## config.mk

```make
export PLATFORM = sky130hd
export DESIGN_NAME = env_alarm_monitor
export DESIGN_NICKNAME = d
export VERILOG_FILES = /design/src/rtl/env_alarm_monitor.sv
export SDC_FILE = /design/constraint.sdc
export NUM_CORES = 1
export LEC_CHECK = 0
export ABC_AREA = 1
export CORE_MARGIN = 2
export CORE_UTILIZATION = 55
export CTS_CLUSTER_SIZE = 10
export DETAILED_ROUTE_END_ITERATION = 6
export DONT_BUFFER_PORTS = 1
export GPL_TIMING_DRIVEN = 0
export HOLD_SLACK_MARGIN = 0.02
export PLACE_DENSITY = 0.71
export SLEW_MARGIN = 10
export SYNTH_ARGS = -nofsm -noshare
export SYNTH_HDL_FRONTEND = slang
export SYNTH_SLANG_ARGS = --single-unit
```

## constraint.sdc

```tcl
create_clock -name sys_clk -period 6.4 [get_ports sys_clk]
set_input_delay 0 -clock sys_clk [delete_from_list [all_inputs] [get_ports sys_clk]]
set_output_delay 0 -clock sys_clk [all_outputs]
set_load 0.1 [all_outputs]
```

## src/rtl/env_alarm_monitor.sv

```systemverilog
// Multi-channel threshold alarm engine with confirmation, hysteresis, ack-to-mute and buzzer tone.
// Optional build macro ALARM_LATCH_EN: alarms latch until acknowledged after the hysteresis exit.
module env_alarm_monitor #(
   parameter int CH_NUM      = 2,
   parameter int DATA_W      = 12,
   parameter int CONFIRM_CNT = 3,
   parameter int HYST        = 2,
   parameter int TONE_HALF   = 12500
) (
   input  logic                     sys_clk,
   input  logic                     sys_rst_n,
   input  logic [CH_NUM*DATA_W-1:0] din,
   input  logic                     din_valid,
   input  logic [CH_NUM*DATA_W-1:0] th_hi,
   input  logic [CH_NUM*DATA_W-1:0] th_lo,
   input  logic                     ack,
   output logic [CH_NUM-1:0]        alarm_hi,
   output logic [CH_NUM-1:0]        alarm_lo,
   output logic                     alarm_any,
   output logic                     muted,
   output logic                     beep
);

   typedef enum logic [2:0] {NORMAL, HI_PEND, HI_ALARM, LO_PEND, LO_ALARM} state_t;

   localparam int               TONE_W    = (TONE_HALF > 2) ? $clog2(TONE_HALF) : 1;
   localparam logic [TONE_W-1:0] TONE_LAST = TONE_W'(TONE_HALF - 1);
   localparam logic [3:0]        CONFIRM_V = 4'(CONFIRM_CNT);
   localparam logic [DATA_W-1:0] HYST_V    = DATA_W'(HYST);

   state_t            state_q [CH_NUM];
   state_t            state_d [CH_NUM];
   logic [3:0]        cnt_q   [CH_NUM];
   logic [3:0]        cnt_d   [CH_NUM];
   logic [CH_NUM-1:0] alarm_hi_q, alarm_hi_d, alarm_lo_q, alarm_lo_d;
   logic              alarm_any_q, alarm_any_d, muted_q, muted_d, beep_q, beep_d;
   logic [TONE_W-1:0] tone_q, tone_d;
   logic [CH_NUM-1:0] hiV, loV, hiExit, loExit;
   logic              alarmRise, soundingQ, soundingD;
`ifdef ALARM_LATCH_EN
   logic [CH_NUM-1:0] cleared_q, cleared_d;
`endif

   // Per-channel violation and hysteresis-exit comparisons with saturating limits.
   for (genvar k = 0; k < CH_NUM; k++) begin : g_cmp
      logic [DATA_W-1:0] sample, thHi, thLo, hiLim, loLim;
      logic [DATA_W:0]   loSum;
      assign sample    = din[k*DATA_W +: DATA_W];
      assign thHi      = th_hi[k*DATA_W +: DATA_W];
      assign thLo      = th_lo[k*DATA_W +: DATA_W];
      assign hiLim     = (thHi < HYST_V) ? '0 : thHi - HYST_V;
      assign loSum     = {1'b0, thLo} + {1'b0, HYST_V};
      assign loLim     = loSum[DATA_W] ? '1 : loSum[DATA_W-1:0];
      assign hiV[k]    = (sample >= thHi);
      assign loV[k]    = (sample < thLo) && !hiV[k];
      assign hiExit[k] = (sample <= hiLim);
      assign loExit[k] = (sample >= loLim);
   end

   always_ff @(posedge sys_clk or negedge sys_rst_n) begin
      if (!sys_rst_n) begin
         for (int k = 0; k < CH_NUM; k++) begin
            state_q[k] <= NORMAL;
            cnt_q[k]   <= '0;
         end
         alarm_hi_q  <= '0;
         alarm_lo_q  <= '0;
         alarm_any_q <= 1'b0;
         muted_q     <= 1'b0;
         beep_q      <= 1'b0;
         tone_q      <= '0;
`ifdef ALARM_LATCH_EN
         cleared_q   <= '0;
`endif
      end else begin
         for (int k = 0; k < CH_NUM; k++) begin
            state_q[k] <= state_d[k];
            cnt_q[k]   <= cnt_d[k];
         end
         alarm_hi_q  <= alarm_hi_d;
         alarm_lo_q  <= alarm_lo_d;
         alarm_any_q <= alarm_any_d;
         muted_q     <= muted_d;
         beep_q      <= beep_d;
         tone_q      <= tone_d;
`ifdef ALARM_LATCH_EN
         cleared_q   <= cleared_d;
`endif
      end
   end

   always_comb begin
      for (int k = 0; k < CH_NUM; k++) begin
         state_d[k] = state_q[k];
         cnt_d[k]   = cnt_q[k];
`ifdef ALARM_LATCH_EN
         cleared_d[k] = cleared_q[k];
`endif
         if (din_valid) begin
            case (state_q[k])
               NORMAL, HI_PEND, LO_PEND: begin
                  if (hiV[k]) begin
                     cnt_d[k]   = (state_q[k] == HI_PEND) ? cnt_q[k] + 4'd1 : 4'd1;
                     state_d[k] = (cnt_d[k] == CONFIRM_V) ? HI_ALARM : HI_PEND;
                  end else if (loV[k]) begin
                     cnt_d[k]   = (state_q[k] == LO_PEND) ? cnt_q[k] + 4'd1 : 4'd1;
                     state_d[k] = (cnt_d[k] == CONFIRM_V) ? LO_ALARM : LO_PEND;
                  end else begin
                     cnt_d[k]   = '0;
                     state_d[k] = NORMAL;
                  end
               end
`ifdef ALARM_LATCH_EN
               HI_ALARM: begin
                  if (hiV[k])         cleared_d[k] = 1'b0;
                  else if (hiExit[k]) cleared_d[k] = 1'b1;
               end
               LO_ALARM: begin
                  if (loV[k])         cleared_d[k] = 1'b0;
                  else if (loExit[k]) cleared_d[k] = 1'b1;
               end
`else
               HI_ALARM: begin
                  if (hiExit[k]) begin
                     state_d[k] = NORMAL;
                     cnt_d[k]   = '0;
                  end
               end
               LO_ALARM: begin
                  if (loExit[k]) begin
                     state_d[k] = NORMAL;
                     cnt_d[k]   = '0;
                  end
               end
`endif
               default: begin
                  state_d[k] = NORMAL;
                  cnt_d[k]   = '0;
               end
            endcase
         end
`ifdef ALARM_LATCH_EN
         // A channel that has recovered waits for the operator's ack before returning to NORMAL.
         if (ack && cleared_d[k]) begin
            state_d[k]   = NORMAL;
            cnt_d[k]     = '0;
            cleared_d[k] = 1'b0;
         end
`endif
      end
   end

   // A newly raised alarm always overrides a mute, even one requested in the same cycle.
   always_comb begin
      for (int k = 0; k < CH_NUM; k++) begin
         alarm_hi_d[k] = (state_d[k] == HI_ALARM);
         alarm_lo_d[k] = (state_d[k] == LO_ALARM);
      end
      alarm_any_d = |{alarm_hi_d, alarm_lo_d};
      alarmRise   = |({alarm_hi_d, alarm_lo_d} & ~{alarm_hi_q, alarm_lo_q});
      muted_d     = muted_q;
      if (alarmRise || !alarm_any_d) muted_d = 1'b0;
      else if (ack && alarm_any_q)   muted_d = 1'b1;
      soundingQ = alarm_any_q & ~muted_q;
      soundingD = alarm_any_d & ~muted_d;
      tone_d    = '0;
      beep_d    = 1'b0;
      if (soundingD && soundingQ) begin
         if (tone_q == TONE_LAST) begin
            tone_d = '0;
            beep_d = ~beep_q;
         end else begin
            tone_d = tone_q + 1'b1;
            beep_d = beep_q;
         end
      end
   end

   assign alarm_hi  = alarm_hi_q;
   assign alarm_lo  = alarm_lo_q;
   assign alarm_any = alarm_any_q;
   assign muted     = muted_q;
   assign beep      = beep_q;

endmodule

```

== Yosys cells after proc, flatten, opt, wreduce, memory -nomap -nowiden ==
Cells that the tools add are included.

* Add/sub/neg operators: 7
* Magnitude comparators: 10
* Eq/ne operators: 22
* Mux-type cells: 40
* Bitwise gates (word level): 7
* Reductions and logical operators: 16

{| class="wikitable"
|+ Operator list
! operator !! number
|-
| $ge 12x12->1 || 4
|-
| $mux 12 || 4
|-
| $mux 4 || 12
|-
| $mux 3 || 12
|-
| $mux 14 || 2
|-
| $add 12x2->13 const B || 2
|-
| $le 12x12->1 || 2
|-
| $lt 12x12->1 || 2
|-
| $lt 12x2->1 const B || 2
|-
| $pmux 4 s3 || 2
|-
| $sub 12x2->12 const B || 2
|-
| $eq 3x2->1 const B || 6
|-
| $pmux 3 s3 || 2
|-
| $eq 4x2->1 const B || 4
|-
| $add 14x1->14 const B || 1
|-
| $eq 14x14->1 const B || 1
|-
| $eq 3x3->1 const B || 4
|-
| $add 4x1->4 const B || 2
|-
| $ne 2x2->1 const B || 4
|-
| $reduce_or 4->1 || 2
|-
| $eq 3x1->1 const B || 2
|-
| $logic_not 3->1 || 2
|-
| $reduce_and 3->1 || 2
|-
| $reduce_or 3->1 || 2
|-
| other kinds (10) || 22
|}

* Flip-flop bits (word level): 35
* Input bits: 76
* Word-level logic and storage cells: 112

== Longest topological paths before layout ==
* Depth after elaboration: 17
* Depth in mapped cells: 32
* Mapped depth without buffers: 31

== Least setup slack after synthesis ==
No wires, ideal clock.

* Kind: input to register
* Start: input port th_lo[2]
* End: register tone_q[10]
* Library setup time: 121 ps
* Arrival: 2862 ps
* Required time: 6279 ps
* Slack: 3417 ps
* Stages: 29
* Cell sequence: inv_1 nor3_1 inv_1 nor3_1 nand3_1 nor2_1 inv_1 nor3_4 inv_1 nand2_1 inv_1 ha_1 nand2_1 nand2_1 nand3_1 nand2_1 a21oi_1 nand4_1 nand2_1 nand2_1 nand2_2 inv_1 nand3_2 nand2_2 nor2_2 nor2_1 nand2_2 buf_6 nor2_2

{| class="wikitable"
|+ RTL lines
! what !! RTL line !! source
|-
| start, declared || 15 || <nowiki>input logic [CH_NUM*DATA_W-1:0] th_lo,</nowiki>
|-
| end signal, assigned || 85 || <nowiki>tone_q <= tone_d;</nowiki>
|-
| end, declared || 37 || <nowiki>logic [TONE_W-1:0] tone_q, tone_d;</nowiki>
|}

==> results by group <==
Run status
  • Status: finished, final reports clean

Synthesis
  • Yosys warns: 0
  • Mean Syn Cell Area: 6.35 um2
  • #FFs+latches synth: 35
  • Post-synth net total: 1,027
  • Gate Count Post-Synth: 850
  • Synth cell types: 34
  • Mapped cell area: 5400 um2
  • Sequential cell area fraction in the yosys report: 0.162

GRT
  • Largest net degree at the start of global routing: 36
  • Number of global-route vias before repair: 4,875
  • Initial antenna violation count: 0
  • Gr usage total: 0.224
  • GR Overflow Total: 0
  • First-pass GRT wire length: 19.5 mm

Clock network
  • CTS tree: built
  • Clock sink count: 35
  • Inserted Clock Buffers: 5
  • H-tree levels: 2
  • Clk_lat worst skew: 0.29 ns
  • Clock buffer depth: 2
  • Root Driver: clkbuf_8
  • Setup bufs post-CTS: 0
  • Clock Pin Slew Worst Setup and Hold Paths: 0.08 ns

Final layout
  • Fillcell total: 993
  • Nets: 1,036
  • Finished Layout Cells: 993
  • Layout cells sized above 1: 0.0663
  • Area Overhead vs Synth: 5.82%
  • Antenna cells: 0

Critical path
  • Path depth of the worst reg2reg path: 15
  • FF-to-FF Start: cnt_q[0]
  • Worst path max stage delay: 0.43 ns
  • Crit Path Max Fanout: 10
  • Arrival @ worst endpoint: 3.71 ns
  • Crit path capture type: register
  • CP max stage cell: nor3_1
  • CP required: 6.58 ns
  • Crit. Startpoint: th_hi[13]
  • Critical path class: in -> reg
  • Startpoint types: primary input

Worst hold path
  • Hold Crit Start: din_valid
  • Worst min path class: in -> reg
  • Worst hold path depth: 3

Place
  • Post-DP HPWL: 10.2 mm
  • GPL Wtd Cong: 0.913
  • Cells after DPL: 983
  • Number of I/O port buffers: 0

Power
  • VDD IR-drop max: 0.217 mV
  • Pwr/cell area: 171 nW/um2
  • Leakage: 3.22 nW

Detailed routing
  • Post-DRT Antenna Nets: 0
  • Starting DRT DRC Count: 145
  • Metal-1 WL: 5.23 mm
  • WL met3: 485 um
  • Remaining routing DRC violations: 0
  • Pre-antenna DRT Iters: 4
  • Top routing layer in use: met4
  • Routed via count divided by cell count: 5.10
  • Detailed Route WL: 11.6 mm
  • Metal2 WL: 5.64 mm
  • Via count: 5,061
  • Routed length per instance: 11.7 um

Timing
  • Period utilization: 0.553
  • Rel. slew slack: 0.374
  • Final setup vio count: 0
  • Tightest Pin Transition: 0.938 ns
  • Setup TNS: 0 ns
  • Hold Vio Cnt, Final: 0
  • Post-route clock skew: 0.00865 ns
  • Min Clock Period, post-route: 3.54 ns
  • Max Slew Vio Count: 0
  • RSZ-0062 raised after global routing: no
  • FMAX: 0.283 GHz

Floorplan
  • Site Rows: 36
  • I/O Pins: 83
  • Die W: 103 um
  • Die Span Y: 103 um
  • Die area: 10,600 um2
  • Area of the core: 9640 um2
  • Starting Density: 0.560

Flow run
  • Maximum Capacitance Violations: 0
-- stage by stage --
| stage | cell area (um2) | hold WS [ns] | setup WS (ns) | util | power (mW) |
|---|---|---|---|---|---|
| final | 5710 | 0.0374 | 2.86 | 0.593 | 0.978 |
| after global routing | 5710 | 0.0583 | 2.38 | 0.593 | 1.06 |
| after CTS | 5710 | 0.0387 | 2.83 | 0.593 | 0.984 |
| after detailed placement | 5570 | -0.295 | 2.55 | 0.577 | 0.771 |
| after global placement | 5570 | -0.295 | 2.60 | 0.577 | 0.752 |
| after floorplan | 5400 | -0.296 | 3.42 | - | 0.686 |
-- worst paths after layout --
check	end	slack (ns)
worst min register to register	tone_q[0]	0.55
worst min-delay path	state_q[5]	0.04
max in group asynchronous	tone_q[3]	6.07
worst max register to register	tone_q[4]	3.86
min in group asynchronous	state_q[3]	0.14
worst max-delay path	tone_q[4]	2.86
-- kinds of logic (layout without fill, tap and decap cells) --
kind of cell    Yosys count  in the layout  synth area share
simple gates            409            409             0.336
buf+inv                 182            192             0.130
fa+ha+maj               101            101             0.234
compound gates           97             97            0.0957
flops                    35             35             0.162
xor+xnor                 26             26            0.0422
-- cells in the final DEF, fill, tap and decap left out, drive strengths merged, types with 20 or more instances in the layout --
cell,synthesis,final
a21oi,58,58
dfrtp,35,35
ha,101,101
inv,177,177
nand2,204,204
nand3,54,54
nor2,96,96
nor3,20,20
o21ai,33,33
xor2,21,21
-- routing by layer --
| metal | vias up | global-route usage |
|---|---|---|
| li1 | 2716 | - |
| met1 | 2241 | 0.267 |
| met4 | 0 | 0.0628 |
| met2 | 83 | 0.418 |
| met3 | 21 | 0.0298 |
| met5 | - | 0 |
-- cells in the mapped netlist --
master,instances,share of area
xor2_1,21,0.034
inv_1,175,0.12
nor2_1,79,0.055
nand2_1,194,0.13
or2_0,1,0.0012
nand3b_1,3,0.0042
nor2_2,16,0.019
a21oi_2,2,0.0032
ha_1,101,0.23
a22oi_1,2,0.0028
clkbuf_8,1,0.0025
nor3_4,1,0.0030
nor2_4,1,0.0021
and2_1,2,0.0023
o21ai_1,1,0.00093
nor4b_1,1,0.0016
inv_2,2,0.0014
a21oi_4,1,0.0030
or2_2,11,0.013
dfrtp_1,35,0.16
clkinv_1,3,0.0021
nand3_1,52,0.048
buf_6,1,0.0021
xnor2_1,5,0.0081
a21oi_1,55,0.051
nand2_2,10,0.012
o21ai_0,32,0.030
a31oi_1,2,0.0023
o21a_1,1,0.0014
nor3_1,19,0.018
nand3_2,2,0.0037
nor4_1,1,0.0012
o31ai_1,1,0.0014
nand4_1,16,0.019
-- cell type report --
class	count	area (um2)	area share
Clock inverter	2	35.0	0.00613
Multi-Input combinational cell	633	3820	0.669
Inverter	180	676	0.118
Timing Repair Buffer	2	30.0	0.00526
Buffer	2	25.0	0.00438
Clock buffer	6	82.6	0.0145
Tap cell	133	166	0.0291
Sequential cell	35	876	0.153
-- where the power goes --
part           switching [mW]  internal, mW  total [mW]
Combinational           0.261         0.158       0.420
Sequential             0.0982         0.254       0.352
Clock                  0.0802         0.126       0.206
-- flip-flops by register name, summed over array words and instances (netlist names) --
signal     cells
alarm_any      1
alarm_hi       2
alarm_lo       2
beep           1
cnt_q          8
muted          1
state_q        6
tone_q        14
-- timing repair --
item / in CTS / in global routing
setup endpoints to repair: 0 / 0
gates resized for setup: 0 / 0
hold buffers: 2 / 0
hold endpoints to repair: 35 / 0
-- worst max-delay path, delay by kind of cell --
family          cells  cell delay [ns]
fa+ha+maj           1             0.25
compound gates      3             0.52
buf+inv             3             0.55
simple gates       18             2.38
Power figures use the tool's default switching activity.
